===== src/rtl/sd_pkg.sv =====
// sd_pkg: shared types and protocol constants for the SPI-mode SD block writer.
//   sd_wr_state_t : writer FSM states
//   sd_err_t      : error codes reported on error_code
//   constants     : CMD24 opcode, data start token, data-response codes, idle fill byte
package sd_pkg;

    typedef enum logic [3:0] {
        S_IDLE,
        S_CMD,
        S_R1,
        S_GAP,
        S_TOKEN,
        S_DATA,
        S_CRC,
        S_DRESP,
        S_BUSY,
        S_DONE,
        S_ERR
    } sd_wr_state_t;

    typedef enum logic [2:0] {
        ERR_NONE          = 3'd0,
        ERR_R1_TIMEOUT    = 3'd1,
        ERR_R1_NONZERO    = 3'd2,
        ERR_CRC           = 3'd3,
        ERR_WRITE         = 3'd4,
        ERR_DRESP_TIMEOUT = 3'd5,
        ERR_BUSY_TIMEOUT  = 3'd6,
        ERR_BAD_TOKEN     = 3'd7
    } sd_err_t;

    localparam logic [7:0] CMD24       = 8'h58;
    localparam logic [7:0] START_TOKEN = 8'hFE;
    localparam logic [7:0] DRESP_OK    = 8'h05;
    localparam logic [7:0] DRESP_CRC   = 8'h0B;
    localparam logic [7:0] DRESP_WR    = 8'h0D;
    localparam logic [7:0] IDLE_BYTE   = 8'hFF;

endpackage


===== src/rtl/sd_block_writer.sv =====
// sd_block_writer: writes one 512-byte sector to an SPI-mode SD card with CMD24.
//   clk, rst_n            : clock, asynchronous active-low reset
//   addr_in, write_en     : sector address and start pulse (accepted only when idle)
//   busy, done, error     : transaction status; done/error are one-cycle pulses
//   error_code            : failure cause, held until the next accepted start
//   spi_tx_byte, spi_trigger, spi_rx_byte, spi_done : byte-engine handshake
//   cs_hold               : keeps the card selected for the whole transaction
//   ram_addr, ram_en, ram_dout : sector buffer read port (RAM_LATENCY cycles)
module sd_block_writer
    import sd_pkg::*;
#(
    parameter int RAM_DEPTH   = 512,
    parameter int RAM_LATENCY = 2,
    parameter int NCR_MAX     = 8,
    parameter int BUSY_MAX    = 65535
) (
    input  logic                         clk,
    input  logic                         rst_n,
    input  logic [31:0]                  addr_in,
    input  logic                         write_en,
    output logic                         busy,
    output logic                         done,
    output logic                         error,
    output logic [2:0]                   error_code,
    output logic [7:0]                   spi_tx_byte,
    output logic                         spi_trigger,
    input  logic [7:0]                   spi_rx_byte,
    input  logic                         spi_done,
    output logic                         cs_hold,
    output logic [$clog2(RAM_DEPTH)-1:0] ram_addr,
    output logic                         ram_en,
    input  logic [7:0]                   ram_dout
);

    localparam int AW   = $clog2(RAM_DEPTH);
    localparam int PMAX = NCR_MAX > BUSY_MAX ? NCR_MAX : BUSY_MAX;
    localparam int PW   = $clog2(PMAX + 1);

    sd_wr_state_t         state, state_n;
    sd_err_t              code, code_n;
    logic [31:0]          addr_q;
    logic [9:0]           idx, idx_n;
    logic [PW-1:0]        poll, poll_n;
    logic                 pend, adv, launch, fetch;
    logic [7:0]           tx_n, cmd_byte, resp, pref;
    logic [RAM_LATENCY-1:0] vld;

    assign resp = spi_rx_byte & 8'h1F;

    always_comb begin
        state_n = state;
        code_n  = code;
        idx_n   = idx;
        poll_n  = poll;
        // Only a spi_done that answers our own outstanding byte moves the FSM.
        adv     = pend && spi_done;
        case (state)
            S_IDLE: if (write_en) begin
                state_n = S_CMD;
                code_n  = ERR_NONE;
            end
            S_CMD: if (adv) begin
                if (idx == 10'd5) state_n = S_R1;
                else idx_n = idx + 10'd1;
            end
            S_R1: if (adv) begin
                if (spi_rx_byte != IDLE_BYTE) begin
                    state_n = spi_rx_byte == 8'h00 ? S_GAP : S_ERR;
                    code_n  = spi_rx_byte == 8'h00 ? code : ERR_R1_NONZERO;
                end else if (poll == PW'(NCR_MAX - 1)) begin
                    state_n = S_ERR;
                    code_n  = ERR_R1_TIMEOUT;
                end else poll_n = poll + 1'b1;
            end
            S_GAP:   if (adv) state_n = S_TOKEN;
            S_TOKEN: if (adv) state_n = S_DATA;
            S_DATA: if (adv) begin
                if (idx == 10'd511) state_n = S_CRC;
                else idx_n = idx + 10'd1;
            end
            S_CRC: if (adv) begin
                if (idx == 10'd1) state_n = S_DRESP;
                else idx_n = idx + 10'd1;
            end
            S_DRESP: if (adv) begin
                if (spi_rx_byte != IDLE_BYTE) begin
                    state_n = resp == DRESP_OK ? S_BUSY : S_ERR;
                    code_n  = resp == DRESP_OK  ? code :
                              resp == DRESP_CRC ? ERR_CRC :
                              resp == DRESP_WR  ? ERR_WRITE : ERR_BAD_TOKEN;
                end else if (poll == PW'(NCR_MAX - 1)) begin
                    state_n = S_ERR;
                    code_n  = ERR_DRESP_TIMEOUT;
                end else poll_n = poll + 1'b1;
            end
            S_BUSY: if (adv) begin
                if (spi_rx_byte == IDLE_BYTE) state_n = S_DONE;
                else if (poll == PW'(BUSY_MAX - 1)) begin
                    state_n = S_ERR;
                    code_n  = ERR_BUSY_TIMEOUT;
                end else poll_n = poll + 1'b1;
            end
            default: state_n = S_IDLE;
        endcase
        // Every state entry restarts both the byte index and the poll count.
        if (state_n != state) begin
            idx_n  = '0;
            poll_n = '0;
        end
        cmd_byte = idx_n == 10'd0 ? CMD24 :
                   idx_n == 10'd1 ? addr_q[31:24] :
                   idx_n == 10'd2 ? addr_q[23:16] :
                   idx_n == 10'd3 ? addr_q[15:8] :
                   idx_n == 10'd4 ? addr_q[7:0] : IDLE_BYTE;
        tx_n     = state_n == S_CMD   ? cmd_byte :
                   state_n == S_TOKEN ? START_TOKEN :
                   state_n == S_DATA  ? pref : IDLE_BYTE;
        // A byte is launched on accept, and right after each completed byte
        // whenever the next state still has something to shift.
        launch   = !(state_n inside {S_IDLE, S_DONE, S_ERR}) && (state == S_IDLE || adv);
        // The token fetches byte 0; data byte n fetches byte n+1 while it shifts.
        fetch    = launch && (state_n == S_TOKEN || (state_n == S_DATA && idx_n != 10'd511));
    end

    always_ff @(posedge clk or negedge rst_n) begin
        if (!rst_n) begin
            state       <= S_IDLE;
            code        <= ERR_NONE;
            addr_q      <= '0;
            idx         <= '0;
            poll        <= '0;
            pend        <= 1'b0;
            spi_trigger <= 1'b0;
            spi_tx_byte <= IDLE_BYTE;
            ram_en      <= 1'b0;
            ram_addr    <= '0;
            vld         <= '0;
            pref        <= '0;
        end else begin
            state       <= state_n;
            code        <= code_n;
            idx         <= idx_n;
            poll        <= poll_n;
            if (state == S_IDLE && write_en) addr_q <= addr_in;
            pend        <= launch || (pend && !spi_done);
            spi_trigger <= launch;
            if (launch) spi_tx_byte <= tx_n;
            ram_en      <= fetch;
            if (fetch) ram_addr <= state_n == S_TOKEN ? '0 : AW'(idx_n + 10'd1);
            vld[0]      <= ram_en;
            for (int i = 1; i < RAM_LATENCY; i++) vld[i] <= vld[i-1];
            if (vld[RAM_LATENCY-1]) pref <= ram_dout;
        end
    end

    assign busy       = !(state inside {S_IDLE, S_DONE, S_ERR});
    assign cs_hold    = busy;
    assign done       = state == S_DONE;
    assign error      = state == S_ERR;
    assign error_code = code;

endmodule


===== config.mk =====
export PLATFORM = sky130hd
export DESIGN_NAME = sd_block_writer
export DESIGN_NICKNAME = d
export VERILOG_FILES = /design/src/rtl/sd_pkg.sv /design/src/rtl/sd_block_writer.sv
export SDC_FILE = /design/constraint.sdc
export NUM_CORES = 1
export LEC_CHECK = 0
export BUFFER_PORTS_ARGS = -buffer_cell sky130_fd_sc_hd__clkbuf_2
export CAP_MARGIN = 20
export CORE_ASPECT_RATIO = 1.5
export CORE_MARGIN = 10
export CORE_UTILIZATION = 40
export CTS_CLUSTER_SIZE = 8
export DETAILED_ROUTE_END_ITERATION = 10
export PLACE_DENSITY = 0.68
export SYNTH_ARGS = -nofsm -noshare
export SYNTH_HDL_FRONTEND = slang
export SYNTH_SLANG_ARGS = --single-unit

===== constraint.sdc =====
create_clock -name clk -period 5.7 [get_ports clk]
set_input_delay 0.57 -clock clk [delete_from_list [all_inputs] [get_ports clk]]
set_output_delay 0.57 -clock clk [all_outputs]
set_load 0.1 [all_outputs]

* Word-level counts from Yosys, hierarchy flattened
Cells that the tools add are included.
** Cells by class
- $add $sub $neg :: 3
- $mul :: 0
- Divide/modulo/power cells :: 0
- $lt $le $gt $ge :: 0
- Eq/ne operators :: 47
- Shift-type cells :: 0
- Muxes and demuxes :: 60
- Bitwise gates (word level) :: 0
- Reductions and logical operators :: 23
** Operators with widths (count)
- $mux 16 :: 7
- $mux 4 :: 18
- $mux 10 :: 7
- $mux 8 :: 8
- $mux 3 :: 13
- $pmux 4 s9 :: 1
- $pmux 16 s2 :: 1
- $pmux 10 s3 :: 1
- $eq 4x3->1 const B :: 6
- $ne 3x3->1 const B :: 7
- $eq 10x1->1 const B :: 2
- $eq 10x2->1 const B :: 2
- $eq 10x3->1 const B :: 2
- $eq 4x4->1 const B :: 5
- $add 16x1->16 const B :: 1
- $eq 16x16->1 const B :: 1
- $eq 16x3->1 const B :: 1
- $ne 2x2->1 const B :: 6
- $pmux 3 s4 :: 1
- $reduce_and 11->1 :: 1
- $add 10x1->10 const B :: 1
- $eq 10x9->1 const B :: 1
- $eq 5x4->1 const B :: 2
- $logic_not 10->1 :: 1
- other kinds (21) :: 37
** Storage, ports and cells
- Bits in registers :: 95
- Bits in latches :: 0
- Bits in writable memories :: 0
- ROM bits :: 0
- Output and inout port bits :: 26
- Logic and storage cells :: 145
- Memories kept :: 0

* Depth between registers and ports, before layout
Gate-level depths: netlist of the first run.
- Depth in word-level cells :: 14
- Gate-level depth with buffers :: 19

* Worst setup path before layout of the first run
OpenSTA, ideal clock, no wires.
- Kind :: input port to flip-flop
- From :: in spi_rx_byte[6]
- To :: reg ram_addr[3]
- Arrival time :: 4.092 ns
- Data required time :: 5.579 ns
- Setup slack :: 1.486 ns
- Stages :: 17
- Path buffers :: 3
- Cells stage by stage :: nand4_1 > nor2_1 > nand2_1 > o211ai_1 > a32o_2 > nand2_2 > buf_2 > or2_2 > inv_1 > ha_1 > clkbuf_2 > o211ai_2 > nor4b_4 > or4b_1 > and3_1 > clkbuf_1 > o2bb2ai_1
** On the way
- Cells in the longest elaborated chain, start to end :: 11
- Elaborated cells between the ends (all ways) :: 27
- Classes of those cells :: 1 x add/sub; 8 x eq/ne; 10 x mux; 8 x reduce/logical
** Ends and longest elaborated chain
- start: declaration :: RTL line sd_block_writer.sv:27 : input logic [7:0] spi_rx_byte,
- $logic_not 8->1 :: RTL line sd_block_writer.sv:68 : state_n = spi_rx_byte == 8'h00 ? S_GAP : S_ERR;
- $mux 4 :: RTL line sd_block_writer.sv:68
- $mux 4 :: RTL line sd_block_writer.sv:67 : if (spi_rx_byte != IDLE_BYTE) begin
- $mux 4 :: RTL line sd_block_writer.sv:66 : S_R1: if (adv) begin
- $pmux 4 s9 * :: RTL line sd_block_writer.sv:57 : case (state)
- $ne 4x4->1 * :: RTL line sd_block_writer.sv:106 : if (state_n != state) begin
- $mux 10 * :: RTL line sd_block_writer.sv:106
- via idx_n[0] :: RTL line sd_block_writer.sv:42 : logic [9:0] idx, idx_n;
- parallel branches: the longest is 4 deep, another holds $add 9x1->9
- end signal: assignment :: RTL line sd_block_writer.sv:149 : if (fetch) ram_addr <= state_n == S_TOKEN ? '0 : AW'(idx_n + 10'd1);
- end: declaration :: RTL line sd_block_writer.sv:30 : output logic [$clog2(RAM_DEPTH)-1:0] ram_addr,
Mark *: on every way through the listed nets, which the timed path passes.
A chain may end at the register's enable or synchronous reset.

* Worst setup path in the final report of the first run
- From :: reg state[2]
- To :: reg ram_addr[2]
** On the way
- Cells in the longest elaborated chain, start to end :: 10
- Elaborated cells between the ends (all ways) :: 45
- Classes of those cells :: 1 x add/sub; 14 x eq/ne; 21 x mux; 9 x reduce/logical
** Ends and longest elaborated chain
- start: declaration :: RTL line sd_block_writer.sv:39 : sd_wr_state_t state, state_n;
- start signal: assignment :: RTL line sd_block_writer.sv:140 : state <= state_n;
- $mux 4, on equally long branches :: RTL line sd_block_writer.sv:98, sd_block_writer.sv:70, sd_block_writer.sv:91
- $mux 4, on equally long branches :: RTL line sd_block_writer.sv:97, sd_block_writer.sv:67, sd_block_writer.sv:86
- $mux 4, on equally long branches :: RTL line sd_block_writer.sv:96, sd_block_writer.sv:66, sd_block_writer.sv:85
- $pmux 4 s9 :: RTL line sd_block_writer.sv:57
- $ne 4x4->1 :: RTL line sd_block_writer.sv:106
- $mux 10 * :: RTL line sd_block_writer.sv:106
- via idx_n[0] :: RTL line sd_block_writer.sv:42
- parallel branches: the longest is 4 deep, another holds $add 9x1->9
Marked as above.

==> out/qor.json, run 1 <==
{
  "clock_network": {
    "cts_buffer_depth": 2,
    "clock-sinks": 95,
    "post-cts-setup-buffers": 0,
    "cts_tree": "yes",
    "clk-insertion-delay-late_ns": 0.35,
    "cts.hold.buffers_added": 0,
    "cts_htree_levels": 3,
    "cts_inserted_buffers": 9,
    "clkSlewWorstSetupHoldPaths_ns": 0.07,
    "postCtsResizedCells": 0,
    "cts.root.buffer_cell": "clkbuf_16"
  },
  "logic_synthesis": {
    "synth_cells": 572,
    "synthesis.area_um2": 5720,
    "yosys.cell_types.count": 82,
    "ys_warns": 0,
    "synth-seq-cells": 95,
    "syn_nets": 632,
    "seq_area_frac_synth": 0.417,
    "avgSynthCellArea_um2": 10.0,
    "async_flop_share": 1.00,
    "synth_edf_count": 0,
    "postSynth.topFlopCell": "dfrtp_1"
  },
  "timing": {
    "worst_slew_margin_rel": 0.414,
    "layout_worst_path_cycle_share": 0.880,
    "slew_violations": 0,
    "final_critical_path_setup_slack_ns": 0.683,
    "timing.final.crit_period_ns": 5.02,
    "finClkSkew_ns": 0.0123,
    "hold_violations": 0,
    "max_freq_mhz": 199,
    "setup-violations-final": 0,
    "totalNegativeSetupSlack_ns": 0,
    "grt_setup_unrepaired": "no",
    "worst_pin_slew_ns": 0.866
  },
  "setup_path": {
    "r2r-end": "ram_addr[2]",
    "crit_path_required_time_ns": 5.97,
    "rrSetupSlack_ns": 0.68,
    "worstRegToRegCells": 14,
    "path_max_fanout": 24,
    "crit_path_end_kind": "flip-flop",
    "crit_start": "state[2]",
    "worstSetupPathType": "reg2reg",
    "rr_startpoint": "state[2]",
    "data_arrival_time_of_the_critical_path_ns": 5.28,
    "start_kind": "flip-flop"
  },
  "route": {
    "routed-via-count": 4735,
    "dr.first_iter.drc_count": 312,
    "route.detailed.drc": 0,
    "viasPerCell": 5.67,
    "first_pass_iteration_count_of_the_detailed_router": 5,
    "routedWlPerCell_um": 17.9,
    "wl_um": 15000,
    "antenna_left": 0
  },
  "grt": {
    "grt_pass1_vias": 4879,
    "grt_use_total": 0.150,
    "wire_length_of_the_first_global_routing_pass_um": 24400,
    "grt_start_max_net_pins": 61,
    "grt_overflow_total": 0,
    "antenna_found_initial": 0
  },
  "pwr": {
    "powerDensity_nw_per_um2": 203,
    "vdd_ir_drop_max_uv": 162,
    "p_leak_nw": 3.00
  },
  "place": {
    "routabilityCongestion": 0.910,
    "post_dp_cell_area_um2": 6250,
    "dp_hpwl_um": 11500,
    "post-place-ws_ns": 0.689,
    "placed_cells_incl_taps": 818,
    "place.port_buffers": 77
  },
  "finish": {
    "flow.area_growth_from_synthesis_pct": 14.8,
    "layoutNonFillerInstCount": 835,
    "layout.cells.most_common": "dfrtp_1",
    "final_layout_size_suffix_gt1_frac": 0.277,
    "final_cell_mix": "dfrtp_1 (87), clkbuf_2 (77), nor2_1 (53), mux2_2 (40), inv_1 (34)",
    "fill_cells": 1326,
    "final_area_um2": 6560,
    "antenna-diode-count": 0,
    "nNetsFinal": 698
  },
  "die": {
    "die_ht_um": 166,
    "initial_core_util": 0.409,
    "floorplan.die.width_um": 118,
    "design.portCount": 78,
    "design.core.area_um2": 14000,
    "fp-row-count": 53,
    "die-area_um2": 19600
  },
  "run_status": {
    "status": "finished, final reports clean"
  },
  "hold_path": {
    "hold_path_class": "in2async"
  },
  "flow_run": {
    "max-cap-violations": 0
  }
}
==> area by class of cell <==
cell class	count	area, um2	share of cell area
multi-input cells	413	3050	0.465
flip-flops and latches	95	2390	0.364
repair buffers	85	445	0.0679
well taps	192	240	0.0366
clock buffers	9	225	0.0343
inverters	34	128	0.0194
clock inverters	7	83.8	0.0128
==> worst max-delay path, cell delays in order, from the launching register on <==
cell       delay [ns]
dfrtp_1          0.77
or4bb_1          0.56
a31oi_2          0.26
nor3b_1          0.10
o211ai_1         0.18
a32o_2           0.28
nand2_2          0.25
or2_2            0.41
inv_1            0.12
ha_1             0.43
o211ai_2         0.23
nor4b_4          0.28
or4b_1           0.49
o211a_1          0.36
o2bb2ai_1        0.19
==> flip-flops by register name (all words and copies together) (netlist names) <==
signal       count
state            4
spi_tx_byte      8
addr_q          32
spi_trigger      1
ram_en           1
vld              2
idx             10
pref             8
poll            16
pend             1
ram_addr         9
error_code       3
==> synth_stat cells, types with 6 or more instances <==
| master | instances | area share |
|---|---|---|
| a21oi_1 | 26 | 0.023 |
| a31oi_1 | 14 | 0.015 |
| and2_1 | 6 | 0.0066 |
| and3_1 | 11 | 0.012 |
| buf_2 | 9 | 0.0079 |
| clkbuf_1 | 12 | 0.0079 |
| dfrtp_1 | 87 | 0.38 |
| dfstp_2 | 8 | 0.037 |
| ha_1 | 8 | 0.018 |
| inv_1 | 34 | 0.022 |
| mux2_2 | 40 | 0.079 |
| nand2_1 | 23 | 0.015 |
| nand2b_1 | 9 | 0.0098 |
| nand3_1 | 13 | 0.011 |
| nand4_1 | 12 | 0.013 |
| nor2_1 | 53 | 0.035 |
| nor3_1 | 18 | 0.016 |
| nor3b_1 | 6 | 0.0079 |
| o211ai_1 | 9 | 0.012 |
| o21ai_0 | 10 | 0.0088 |
| o2bb2ai_1 | 9 | 0.014 |
| xnor2_1 | 11 | 0.017 |
| xor2_1 | 16 | 0.025 |
==> metrics by stage <==
step           utilization  power, W  hold slack (ns)
6_report             0.469   0.00133            0.163
5_1_grt              0.469   0.00138            0.199
4_1_cts              0.469   0.00135            0.180
3_5_place_dp         0.447  0.000724            0.343
3_3_place_gp         0.447  0.000723            0.340
2_1_floorplan            -  0.000689            0.274
==> power by group <==
group	switching, W	internal (W)	total [W]
logic	0.0000216	0.0000141	0.0000357
registers	0	0.000674	0.000674
clock network	0.000306	0.000315	0.000621
==> how the worst max path moves through the flow <==
stage,endpoint,slack [ns]
after floorplan,ram_addr[3],1.49
after global placement,ram_addr[0],0.91
after detailed placement,ram_addr[3],0.69
after CTS,ram_addr[2],0.71
after global routing,ram_addr[7],0.34
final,ram_addr[2],0.68
==> logic make-up after synthesis <==
logic type,share of synthesized area
AO/OA/AOI/OAI,0.179
XOR/XNOR,0.0413
adder cells (fa/ha/maj),0.0175
buffers and inverters,0.0494
flip-flops,0.417
multiplexers,0.0840
AND/OR/NAND/NOR,0.212
==> routing by layer <==
metal,GRT usage,part of all wire,wire [um],vias to the layer above
met4,0.0739,0.036,535,0
met5,0,0,0,-
met2,0.276,0.54,8060,123
met3,0.0288,0.043,642,37
met1,0.158,0.38,5750,2336
li1,-,-,-,2239
Power figures use the tool's default switching activity.
==> inputs of run 2 (changes only) <==
--- a/config.mk
+++ b/config.mk
@@ -10,6 +10,7 @@
 export CORE_ASPECT_RATIO = 1.5
 export CORE_MARGIN = 10
 export CORE_UTILIZATION = 40
+export CTS_BUF_LIST = sky130_fd_sc_hd__clkbuf_4 sky130_fd_sc_hd__clkbuf_8
 export CTS_CLUSTER_SIZE = 8
 export DETAILED_ROUTE_END_ITERATION = 10
 export PLACE_DENSITY = 0.68
==> run 2 against run 1 <==
Count of clock-buffer cells in the layout unchanged. Worst setup slack better by 0.0060 ns. Final area down 1.5%. Die area unchanged. Fmax up 0.12%. Clock power decreased by 24%. Clock skew increased by 0.0095 ns. Via count is 0.21% higher. Global-route usage barely moved. Hold slack lost 0.046 ns. Utilization shrank 0.72 points. Critical path type unchanged. Largest power group unchanged.
==> out/qor.json, run 2 (synthesis results as in run 1) <==
{
  "timing": {
    "slew_violations": {"value": 0, "change": "unchanged"},
    "worst_pin_slew": {"value": 0.846, "unit": "ns", "change": "-0.0198 ns"},
    "timing.final.crit_period": {"value": 5.01, "unit": "ns", "change": "-0.00597 ns"},
    "max_freq": {"value": 200, "unit": "MHz", "change": "+0.12%"},
    "setup-violations-final": {"value": 0, "change": "unchanged"},
    "hold_violations": {"value": 0, "change": "unchanged"},
    "finClkSkew": {"value": 0.0217, "unit": "ns", "change": "+0.00947 ns"},
    "worst_slew_margin_rel": {"value": 0.428, "change": "+0.0134"},
    "totalNegativeSetupSlack": {"value": 0, "unit": "ns", "change": "unchanged"},
    "layout_worst_path_cycle_share": {"value": 0.879, "change": "-0.00105"},
    "grt_setup_unrepaired": "no",
    "hold-worst-slack": {"value": 0.117, "unit": "ns", "change": "-0.0463 ns"}
  },
  "place": {
    "placed_cells_incl_taps": {"value": 818, "change": "unchanged"},
    "place.port_buffers": {"value": 77, "change": "unchanged"},
    "routabilityCongestion": {"value": 0.910, "change": "unchanged"},
    "dp_hpwl": {"value": 11500, "unit": "um", "change": "unchanged"}
  },
  "route": {
    "routed-via-count": {"value": 4745, "change": "+0.21%"},
    "routedWlPerCell": {"value": 18.0, "unit": "um", "change": "+0.18%"},
    "antenna_left": {"value": 0, "change": "unchanged"},
    "viasPerCell": {"value": 5.68, "change": "+0.21%"},
    "wl": {"value": 15000, "unit": "um", "change": "+0.18%"},
    "first_pass_iteration_count_of_the_detailed_router": {"value": 5, "change": "unchanged"},
    "route.detailed.drc": {"value": 0, "change": "unchanged"},
    "dr.first_iter.drc_count": {"value": 292, "change": "-6.4%"}
  },
  "finish": {
    "largest_register_ffs": {"value": 32, "change": "unchanged"},
    "fill_cells": {"value": 1337, "change": "+0.83%"},
    "nNetsFinal": {"value": 698, "change": "unchanged"},
    "flow.area_growth_from_synthesis_pct": 13.0,
    "layoutNonFillerInstCount": {"value": 835, "change": "unchanged"},
    "antenna-diode-count": {"value": 0, "change": "unchanged"},
    "layout.cells.most_common": "dfrtp_1",
    "final_layout_size_suffix_gt1_frac": {"value": 0.277, "change": "unchanged"},
    "max_flop_register": "addr_q",
    "final_cell_mix": "dfrtp_1 (87), clkbuf_2 (77), nor2_1 (53), mux2_2 (40), inv_1 (34)",
    "largestRegisters": "addr_q: 32 flops, poll: 16 flops, idx: 10 flops"
  },
  "die": {
    "initial_core_util": {"value": 0.409, "change": "unchanged"},
    "fp-row-count": {"value": 53, "change": "unchanged"},
    "die-area": {"value": 19600, "unit": "um2", "change": "unchanged"},
    "die_ht": {"value": 166, "unit": "um", "change": "unchanged"},
    "floorplan.die.width": {"value": 118, "unit": "um", "change": "unchanged"},
    "design.core.area": {"value": 14000, "unit": "um2", "change": "unchanged"},
    "design.portCount": {"value": 78, "change": "unchanged"}
  },
  "grt": {
    "grt_start_max_net_pins": {"value": 61, "change": "unchanged"},
    "wire_length_of_the_first_global_routing_pass": {"value": 24500, "unit": "um", "change": "+0.51%"},
    "antenna_found_initial": {"value": 0, "change": "unchanged"},
    "grt_use_total": {"value": 0.150, "change": "+0.000344"},
    "grt_overflow_total": {"value": 0, "change": "unchanged"},
    "grt_pass1_vias": {"value": 4854, "change": "-0.51%"}
  },
  "setup_path": {
    "worstSetupPathType": "reg2reg",
    "crit_path_required_time": {"value": 6.00, "unit": "ns", "change": "+0.03 ns"},
    "crit_path_end_kind": "flip-flop",
    "worstRegToRegCells": {"value": 14, "change": "unchanged"},
    "path_max_fanout": {"value": 24, "change": "unchanged"},
    "rrSetupSlack": {"value": 0.69, "unit": "ns", "change": "about the same"},
    "r2r-end": "ram_addr[2]",
    "start_kind": "flip-flop",
    "data_arrival_time_of_the_critical_path": {"value": 5.31, "unit": "ns", "change": "+0.03 ns"},
    "rr_startpoint": "state[2]"
  },
  "clock_network": {
    "cts_tree": "yes",
    "cts_buffer_depth": {"value": 2, "change": "unchanged"},
    "cts_inserted_buffers": {"value": 9, "change": "unchanged"},
    "clkSlewWorstSetupHoldPaths": {"value": 0.12, "unit": "ns", "change": "+0.05 ns"},
    "post-cts-setup-buffers": {"value": 0, "change": "unchanged"},
    "clock-sinks": {"value": 95, "change": "unchanged"},
    "cts.root.buffer_cell": "clkbuf_8",
    "cts.hold.buffers_added": {"value": 0, "change": "unchanged"},
    "clk-insertion-delay-late": {"value": 0.39, "unit": "ns", "change": "+0.04 ns"},
    "cts_htree_levels": {"value": 3, "change": "unchanged"},
    "postCtsResizedCells": {"value": 0, "change": "unchanged"}
  },
  "pwr": {
    "power.share.combinational": {"value": 0.030, "change": "+0.003"},
    "powerDensity": {"value": 182, "unit": "nW/um2", "change": "-10%"},
    "power": {"value": 0.00118, "unit": "W", "change": "-11%"},
    "vdd_ir_drop_max": {"value": 156, "unit": "uV", "change": "-3.7%"},
    "p_clk_frac": {"value": 0.398, "change": "-0.069"},
    "p_leak": {"value": 2.95, "unit": "nW", "change": "-1.5%"},
    "power.internal": {"value": 0.000866, "unit": "W", "change": "-14%"},
    "power.switching_fraction": {"value": 0.265, "change": "+0.0193"},
    "p_sw": {"value": 0.000313, "unit": "W", "change": "-4.5%"},
    "power.sequential.fraction": {"value": 0.572, "change": "+0.066"}
  },
  "hold_path": {
    "hold_path_class": "in2async"
  },
  "flow_run": {
    "max-cap-violations": {"value": 0, "change": "unchanged"}
  },
  "run_status": {
    "status": "finished, final reports clean"
  }
}
==> run 2: cell counts in the layout (fill, tap and decap cells not counted) <==
Identical to the previous run, type by type.
==> run 2: metrics by stage <==
step                setup slack [ns]   util  instance area (um2)
global placement               0.911  0.447                 6250
detailed placement             0.689  0.447                 6250
CTS                            0.716  0.462                 6460
finish                         0.689  0.462                 6460
floorplan                       1.49      -                 5720
global route                   0.352  0.462                 6460
==> run 2: worst max-delay path, cell delays in order, from the launching register on <==
cell	delay, ns
dfrtp_1	0.79
or4bb_1	0.56
a31oi_2	0.26
nor3b_1	0.10
o211ai_1	0.18
a32o_2	0.28
nand2_2	0.24
or2_2	0.41
inv_1	0.12
ha_1	0.43
o211ai_2	0.23
nor4b_4	0.28
or4b_1	0.50
o211a_1	0.35
o2bb2ai_1	0.19
==> run 2: area by class of cell <==
cell class | count | area (um2) | area share
Clock inverter | 7 | 83.8 | 0.0130
Timing Repair Buffer | 85 | 445 | 0.0689
Clock buffer | 9 | 124 | 0.0192
Inverter | 34 | 128 | 0.0197
Multi-Input combinational cell | 413 | 3050 | 0.473
Sequential cell | 95 | 2390 | 0.369
Tap cell | 192 | 240 | 0.0372
==> run 2: routing by layer <==
layer / wire (um) / up-vias / GRT usage
met4: 596 / 0 / 0.0723
met5: 0 / - / 0
met1: 5860 / 2349 / 0.161
li1: - / 2236 / -
met3: 600 / 32 / 0.0325
met2: 7960 / 128 / 0.272
==> run 2: how the worst max path moves through the flow <==
| stage | from | endpoint | slack (ns) |
|---|---|---|---|
| 4_1_cts | state[2] | ram_addr[2] | 0.72 |
| 2_1_floorplan | spi_rx_byte[6] | ram_addr[3] | 1.49 |
| 6_report | state[2] | ram_addr[2] | 0.69 |
| 3_3_place_gp | spi_rx_byte[3] | ram_addr[0] | 0.91 |
| 3_5_place_dp | spi_rx_byte[3] | ram_addr[3] | 0.69 |
| 5_1_grt | state[2] | ram_addr[1] | 0.35 |
==> run 2: power groups by stage <==
stage	Clock (W)	Combinational, W	Sequential [W]
finish	0.000469	0.0000358	0.000674
global route	0.000509	0.0000409	0.000674
CTS	0.000479	0.0000371	0.000674
detailed placement	0	0.0000370	0.000687
global placement	0	0.0000357	0.000687
floorplan	0	0.00000247	0.000687
